`config.mk`:
```
export PLATFORM = sky130hd
export DESIGN_NAME = pacman_mover_flat
export DESIGN_NICKNAME = d
export VERILOG_FILES = /design/src/rtl/pacman_mover_if.sv /design/src/rtl/pacman_mover.sv /design/src/flat_wrapper.sv
export SDC_FILE = /design/constraint.sdc
export NUM_CORES = 1
export LEC_CHECK = 0
export CORE_ASPECT_RATIO = 0.6
export CORE_MARGIN = 2
export CORE_UTILIZATION = 35
export CTS_BUF_LIST = sky130_fd_sc_hd__clkbuf_4
export DETAILED_ROUTE_END_ITERATION = 8
export HOLD_SLACK_MARGIN = 0.1
export PLACE_DENSITY_LB_ADDON = 0.25
export SLEW_MARGIN = 25
export SYNTH_ARGS = -nofsm -noshare
export SYNTH_HDL_FRONTEND = slang
export SYNTH_SLANG_ARGS = --single-unit
```
`constraint.sdc`:
```
create_clock -name clk -period 7.08 [get_ports clk]
set_input_delay 1.062 -clock clk [delete_from_list [all_inputs] [get_ports clk]]
set_output_delay 1.062 -clock clk [all_outputs]
set_load 0.005 [all_outputs]
```
`src/rtl/pacman_mover_if.sv`:
```
// Player-control and map-lookup signals of the Pac-Man movement controller.
// The mover takes the master side; the game/map environment takes the slave side.
interface pacman_mover_if;
  logic       tick;
  logic       dir_valid;
  logic [1:0] dir_req;
  logic [7:0] map_x;
  logic [6:0] map_y;
  logic       map_q;
  logic [7:0] pac_x;
  logic [6:0] pac_y;
  logic [1:0] pac_dir;
  logic       moving;
  logic       step_done;

  modport master (
    input  tick, dir_valid, dir_req, map_q,
    output map_x, map_y, pac_x, pac_y, pac_dir, moving, step_done
  );

  modport slave (
    output tick, dir_valid, dir_req, map_q,
    input  map_x, map_y, pac_x, pac_y, pac_dir, moving, step_done
  );
endinterface

```
`src/rtl/pacman_mover.sv`:
```
// Tile-granular Pac-Man mover: on each tick it probes the requested direction,
// falls back to the current one, and commits a single-tile step (with tunnel wrap).
module pacman_mover #(
  parameter int START_X = 13,
  parameter int START_Y = 18,
  parameter int MAX_X   = 26,
  parameter int MAX_Y   = 23
) (
  input  logic           clk,
  input  logic           reset,
  pacman_mover_if.master bus
);
  typedef enum logic [1:0] {IDLE, CHK_REQ, CHK_CUR} state_t;

  localparam logic [1:0] DIR_UP    = 2'd0;
  localparam logic [1:0] DIR_RIGHT = 2'd1;
  localparam logic [1:0] DIR_DOWN  = 2'd2;
  localparam logic [1:0] DIR_LEFT  = 2'd3;

  state_t     state_reg;
  logic [7:0] pac_x_reg;
  logic [6:0] pac_y_reg;
  logic [1:0] cur_dir_reg;
  logic [1:0] req_dir_reg;
  logic       moving_reg;
  logic       step_done_reg;

  logic [1:0] probe_dir;
  logic [7:0] nbr_x;
  logic [6:0] nbr_y;

  // Neighbour of the current tile in the direction being probed this state.
  always_comb begin
    probe_dir = (state_reg == CHK_CUR) ? cur_dir_reg : req_dir_reg;
    nbr_x     = pac_x_reg;
    nbr_y     = pac_y_reg;
    case (probe_dir)
      DIR_UP:    nbr_y = (pac_y_reg == 7'd0) ? 7'(MAX_Y) : pac_y_reg - 7'd1;
      DIR_RIGHT: nbr_x = (pac_x_reg == 8'(MAX_X)) ? 8'd0 : pac_x_reg + 8'd1;
      DIR_DOWN:  nbr_y = (pac_y_reg == 7'(MAX_Y)) ? 7'd0 : pac_y_reg + 7'd1;
      DIR_LEFT:  nbr_x = (pac_x_reg == 8'd0) ? 8'(MAX_X) : pac_x_reg - 8'd1;
      default:   ;
    endcase
  end

  always_comb begin
    if (state_reg == IDLE) begin
      bus.map_x = pac_x_reg;
      bus.map_y = pac_y_reg;
    end else begin
      bus.map_x = nbr_x;
      bus.map_y = nbr_y;
    end
  end

  always_ff @(posedge clk or posedge reset) begin
    if (reset) begin
      state_reg     <= IDLE;
      pac_x_reg     <= 8'(START_X);
      pac_y_reg     <= 7'(START_Y);
      cur_dir_reg   <= DIR_LEFT;
      req_dir_reg   <= DIR_LEFT;
      moving_reg    <= 1'b0;
      step_done_reg <= 1'b0;
    end else begin
      step_done_reg <= 1'b0;
      // Requests latch in any state so the player can pre-turn before a junction.
      if (bus.dir_valid) begin
        req_dir_reg <= bus.dir_req;
      end
      case (state_reg)
        IDLE: begin
          if (bus.tick) begin
            state_reg <= CHK_REQ;
          end
        end
        CHK_REQ: begin
          if (!bus.map_q) begin
            pac_x_reg     <= nbr_x;
            pac_y_reg     <= nbr_y;
            cur_dir_reg   <= req_dir_reg;
            moving_reg    <= 1'b1;
            step_done_reg <= 1'b1;
            state_reg     <= IDLE;
          end else begin
            state_reg <= CHK_CUR;
          end
        end
        CHK_CUR: begin
          if (!bus.map_q) begin
            pac_x_reg     <= nbr_x;
            pac_y_reg     <= nbr_y;
            moving_reg    <= 1'b1;
            step_done_reg <= 1'b1;
          end else begin
            moving_reg <= 1'b0;
          end
          state_reg <= IDLE;
        end
        default: state_reg <= IDLE;
      endcase
    end
  end

  assign bus.pac_x     = pac_x_reg;
  assign bus.pac_y     = pac_y_reg;
  assign bus.pac_dir   = cur_dir_reg;
  assign bus.moving    = moving_reg;
  assign bus.step_done = step_done_reg;
endmodule
```
`src/flat_wrapper.sv`:
```
// flat-port wrapper written by rule: the top's interface ports become plain ports
module pacman_mover_flat 
#(
  parameter int START_X = 13,
  parameter int START_Y = 18,
  parameter int MAX_X   = 26,
  parameter int MAX_Y   = 23
)
  (clk, reset, bus_tick, bus_dir_valid, bus_dir_req, bus_map_q, bus_map_x, bus_map_y, bus_pac_x, bus_pac_y, bus_pac_dir, bus_moving, bus_step_done);
  pacman_mover_if bus_i ();
  input  logic clk;
  input  logic reset;
  input wire logic [$bits(bus_i.tick)-1:0] bus_tick;
  input wire logic [$bits(bus_i.dir_valid)-1:0] bus_dir_valid;
  input wire logic [$bits(bus_i.dir_req)-1:0] bus_dir_req;
  input wire logic [$bits(bus_i.map_q)-1:0] bus_map_q;
  output wire logic [$bits(bus_i.map_x)-1:0] bus_map_x;
  output wire logic [$bits(bus_i.map_y)-1:0] bus_map_y;
  output wire logic [$bits(bus_i.pac_x)-1:0] bus_pac_x;
  output wire logic [$bits(bus_i.pac_y)-1:0] bus_pac_y;
  output wire logic [$bits(bus_i.pac_dir)-1:0] bus_pac_dir;
  output wire logic [$bits(bus_i.moving)-1:0] bus_moving;
  output wire logic [$bits(bus_i.step_done)-1:0] bus_step_done;
  assign bus_i.tick = bus_tick;
  assign bus_i.dir_valid = bus_dir_valid;
  assign bus_i.dir_req = bus_dir_req;
  assign bus_i.map_q = bus_map_q;
  assign bus_map_x = bus_i.map_x;
  assign bus_map_y = bus_i.map_y;
  assign bus_pac_x = bus_i.pac_x;
  assign bus_pac_y = bus_i.pac_y;
  assign bus_pac_dir = bus_i.pac_dir;
  assign bus_moving = bus_i.moving;
  assign bus_step_done = bus_i.step_done;
  pacman_mover #(.START_X(START_X), .START_Y(START_Y), .MAX_X(MAX_X), .MAX_Y(MAX_Y)) u_core (.clk(clk), .reset(reset), .bus(bus_i));
endmodule
```
# Yosys cells after proc, flatten, opt, wreduce, memory -nomap -nowiden
# Index checks and enable logic that the tools add are counted.
# word_totals
input_bits	7
regBits	23
out_inout_bits	34
# op_classes
n_mux	16
add_sub_neg	4
reduce_logical	9
n_eq_ne	9
bitwise_logic	1
# op_table
operator	n
$mux W8	3
$mux W7	3
$pmux W8 S2	1
$pmux W7 S2	1
$add A8 B1 Y8 const B	1
$eq A8 B5 Y1 const B	1
$logic_not A8 Y1	1
$sub A8 B1 Y8 const B	1
$add A7 B1 Y7 const B	1
$eq A7 B5 Y1 const B	1
$logic_not A7 Y1	1
$sub A7 B1 Y7 const B	1
$eq A2 B2 Y1 const B	3
$mux W2	3
$reduce_and A2 Y1	3
$eq A2 B1 Y1 const B	2
$logic_not A2 Y1	2
$ne A2 B2 Y1 const B	2
$pmux W2 S2	1
$mux W1	3
$pmux W1 S2	1
$reduce_bool A2 Y1	1
$reduce_or A2 Y1	1
$not A1 Y1	1

# Logic depth before layout (Yosys ltp)
# logic_depth
word_depth	5
depth_mapped	9
ltp_nobuf	7

# Worst setup path before layout
# OpenSTA, ideal clock, no wires.
# synth_timing
kind	reg2out
startpoint	register u_core.pac_x_reg[0], in the netlist u_core.bus.pac_x[0]
endpoint	output port bus_map_x[6]
stages_incl_launch_ff	9
t_arrival_ps	2062
slack_ps	3956
cell_sequence	dfstp_2 -> buf_6 -> inv_1 -> ha_1 -> or4b_4 -> or4b_1 -> a21oi_1 -> nor2_1 -> o21ai_1
# synth_between
elab_chain_len	4
# synth_rtl
item	line	text
start: declaration	pacman_mover.sv:21	logic [7:0] pac_x_reg;
start signal: assignment	pacman_mover.sv:59	pac_x_reg <= 8'(START_X);
start signal: assignment	pacman_mover.sv:79	pac_x_reg <= nbr_x;
start signal: assignment	pacman_mover.sv:91	pac_x_reg <= nbr_x;
$sub A8 B1 Y8 (tied with other cells)	pacman_mover.sv:41	DIR_LEFT: nbr_x = (pac_x_reg == 8'd0) ? 8'(MAX_X) : pac_x_reg - 8'd1;
$mux W8, on equally long branches	pacman_mover.sv:41, pacman_mover.sv:39	
$pmux W8 S2 (*)	pacman_mover.sv:37	case (probe_dir)
$mux W8 (*)	pacman_mover.sv:47	if (state_reg == IDLE) begin
end: declaration	flat_wrapper.sv:17	output wire logic [$bits(bus_i.map_x)-1:0] bus_map_x;
# Every way passes the cells marked *; elsewhere a longest branch is shown, timed or not.

# Worst setup path after layout
# layout_timing
startpoint	register u_core.state_reg[0]
endpoint	output port bus_map_x[4]
# layout_between
elab_chain_len	5
# layout_rtl
item	line	text
start: declaration	pacman_mover.sv:20	state_t state_reg;
start signal: assignment	pacman_mover.sv:58	state_reg <= IDLE;
start signal: assignment	pacman_mover.sv:74	state_reg <= CHK_REQ;
start signal: assignment	pacman_mover.sv:84	state_reg <= IDLE;
$eq A2 B2 Y1	pacman_mover.sv:34	probe_dir = (state_reg == CHK_CUR) ? cur_dir_reg : req_dir_reg;
$mux W2	pacman_mover.sv:34	
$eq A2 B2 Y1 or $eq A2 B1 Y1 (tied branches)	pacman_mover.sv:37	
$pmux W8 S2	pacman_mover.sv:37	
$mux W8 (*)	pacman_mover.sv:47	
# Marks and branches as above.

==> flow_metrics.env <==
export IMPL_synth_area_leader_cell="dfrtp_1"
export IMPL_syn_cell_area_sq_um=1960
export IMPL_antenna_cells=0
export IMPL_netSwitchingFraction_pct=45.2
export IMPL_postCtsResizedCells=0
export IMPL_finalNonFillerCells=339
export IMPL_vias=1926
export IMPL_die_y_um=62.0
export IMPL_avgSynthCellArea_sq_um=8.15
export IMPL_busiest_layer="met1"
export IMPL_pwr_share_comb_pct=63.0
export IMPL_drt_initial_drc_count=167
export IMPL_critPathKind="register to primary output"
export IMPL_fp_dieArea_sq_um=6250
export IMPL_antenna_found_initial=0
export IMPL_cap_violations=0
export IMPL_ys_seq_area_share_pct=29.9
export IMPL_hold_viol=0
export IMPL_synth_seq_cells=23
export IMPL_first_global_vias=1689
export IMPL_post_route_period_util_pct=58.2
export IMPL_drt_pass1_iter_count=5
export IMPL_clk_latency_ns=0.33
export IMPL_setup_violations=0
export IMPL_rsz0062_at_grt="no"
export IMPL_synth_common_cells="o21ai_0 (33), nor2_1 (20), nand2_1 (18)"
export IMPL_fin_area_sq_um=2370
export IMPL_clock_power_share_pct=7.1
export IMPL_post_cts_buffers=0
export IMPL_synth_area_top_cells="dfrtp_1 (18%), dfstp_2 (12%), o21ai_0 (8.4%), ha_1 (5.7%), mux2_2 (4.0%)"
export IMPL_io_pins=41
export IMPL_use_met1_pct=27.9
export IMPL_peakVddDrop_mv=0.141
export IMPL_grt_max_degree=24
export IMPL_clkTransAtPathRegs_ns=0.13
export IMPL_whs_ns=0.548
export IMPL_ant_nets=0
export IMPL_async_flop_share_pct=100
export IMPL_cts_buffers=3
export IMPL_min_period_ns=4.12
export IMPL_grt_usage_pct=18.0
export IMPL_area_delta_synth_final_pct=20.7
export IMPL_switchingPower_mw=0.451
export IMPL_io_buffers=40
export IMPL_drcViolationCount=0
export IMPL_core_area_sq_um=5490
export IMPL_finalPower_mw=0.996
export IMPL_synth_most_common_cell="o21ai_0"
export IMPL_cp_data_arrival_time_ns=3.06
export IMPL_grt_pass1_wl_um=8690
export IMPL_drive_above_1_share_pct=11.1
export IMPL_hold_path_class="register to register"
export IMPL_power_density_nw_per_um2=420
export IMPL_routed_wl_um=5280
export IMPL_syn_nets=257
export IMPL_largest_reg_flops=8
export IMPL_placed_cells=335
export IMPL_grt_overflow=0
export IMPL_placed_area_sq_um=2340
export IMPL_critPathRequiredTime_ns=6.02
export IMPL_cp_end_kind="primary output"
export IMPL_routed_via_density=5.68
export IMPL_cp_max_fo=11
export IMPL_hpwlAfterDp_um=3770
export IMPL_outcome="finished clean"
export IMPL_use_met2_pct=24.6
export IMPL_synthFlopType="dfrtp_1"
export IMPL_cts_tree="yes"
export IMPL_fin_nets=287
export IMPL_clock_root_buffer="clkbuf_4"
export IMPL_p_seq_share_pct=29.9
export IMPL_p_leak_nw=0.875
export IMPL_fmaxAchievable_mhz=243
export IMPL_syn_inst=241
export IMPL_p_int_mw=0.546
export IMPL_tightest_slew_ns=0.903
export IMPL_start_util_pct=35.8
export IMPL_cts_sinks=23
export IMPL_use_met3_pct=4.14
export IMPL_start_kind="register"
export IMPL_slew_headroom_pct=39.4
export IMPL_synth_distinct_cells=54
export IMPL_routedWlPerCell_um=15.6
export IMPL_synth_edf_count=0
export IMPL_cts_hold_buffers=0
export IMPL_ys_warn_count=0
export IMPL_maxSlewViolCount=0
export IMPL_fin_tns_setup_ns=0
export IMPL_clock_skew_ns=0.0190
export IMPL_rows=21
export IMPL_gp_congestion=0.872
export IMPL_cts_buffer_depth=2
export IMPL_cts_htree_levels=1
export IMPL_die_x_um=101
export IMPL_synthDominantCellAreaShare_pct=17.8
==> worst max-delay path: stages (launching register included) <==
cell and delay, ns:
dfrtp_1 0.42, inv_1 0.09, ha_1 0.38, and3b_1 0.23, a31oi_1 0.62, o21ai_0 0.23, o21ai_0 0.17, o21ai_0 0.12
clkdlybuf4s50_1 0.49
==> final timing paths <==
path                                      from                  end  slack (ns)  cells after the start
max in group asynchronous                reset  u_core.bus.pac_y[6]        5.55                      2
max reg2reg                u_core.state_reg[0]  u_core.bus.pac_x[4]        4.72                      7
min reg2reg                  u_core.bus.moving    u_core.bus.moving        0.55                      1
max                        u_core.state_reg[0]         bus_map_x[4]        2.96                      8
min in group asynchronous                reset  u_core.bus.pac_y[0]        1.10                      2
min                          u_core.bus.moving    u_core.bus.moving        0.55                      1
==> routing by layer <==
layer  up-vias  share of wire [%]
met5         -                  0
li1        944                  -
met2        83                 38
met4         0                1.3
met1       890                 53
met3         9                8.1
==> power groups by stage <==
stage	Combinational [mW]	Sequential, mW	Clock [mW]
after floorplan	0.425	0.248	0
after global placement	0.623	0.298	0
after detailed placement	0.624	0.299	0
after CTS	0.629	0.296	0.0738
after global routing	0.708	0.316	0.0784
final	0.628	0.298	0.0706
==> layout make-up <==
cell class                      instances  area [sq um]
Fill cell                             528          3120
Sequential cell                        23           587
Multi-Input combinational cell        191          1220
Inverter                               11          41.3
Timing Repair Buffer                   41           408
Clock buffer                            4          30.0
Tap cell                               69          86.3
==> layout by cell type, fill, tap and decap left out, types with 2 or more instances in the layout <==
cell type / netlist / final
o21ai_1: 4 / 4
or4_1: 2 / 2
nor3b_1: 3 / 3
xnor2_1: 4 / 4
nand2b_1: 3 / 3
nor2_1: 20 / 20
nor3_1: 7 / 7
ha_1: 9 / 9
dfstp_2: 9 / 9
and2_1: 2 / 2
mux2_2: 7 / 7
a22o_1: 2 / 2
o21ai_0: 33 / 33
clkbuf_4: 0 / 4
nand4b_1: 2 / 2
nor2b_1: 4 / 4
o22ai_1: 3 / 3
nand3_1: 8 / 8
or2_2: 3 / 3
mux2i_1: 2 / 2
inv_1: 11 / 10
o211ai_1: 5 / 5
a31oi_1: 7 / 7
dfrtp_1: 14 / 14
and3b_1: 2 / 2
nand2_1: 18 / 18
a21oi_1: 13 / 13
or3_1: 3 / 3
clkdlybuf4s50_1: 0 / 40
o31ai_1: 5 / 5
==> per-stage QoR <==
stage	utilization [%]	worst slack (ns)
final	43.2	2.96
after global routing	43.2	2.66
after detailed placement	42.6	3.35
after global placement	42.6	3.39
after floorplan	-	3.96
after CTS	43.2	2.96
==> cell families after synthesis <==
| kind of cell | Yosys count | share of synthesized area (%) |
|---|---|---|
| muxes | 9 | 5.03 |
| and+or+nand+nor | 86 | 23.8 |
| xor gates and xnor gates | 5 | 2.23 |
| buffers and inverters | 27 | 8.09 |
| adders and majority gates | 9 | 5.73 |
| DFF | 23 | 29.9 |
| AOI/OAI and AO/OA | 82 | 25.2 |
(Power assumes the default switching activity.)
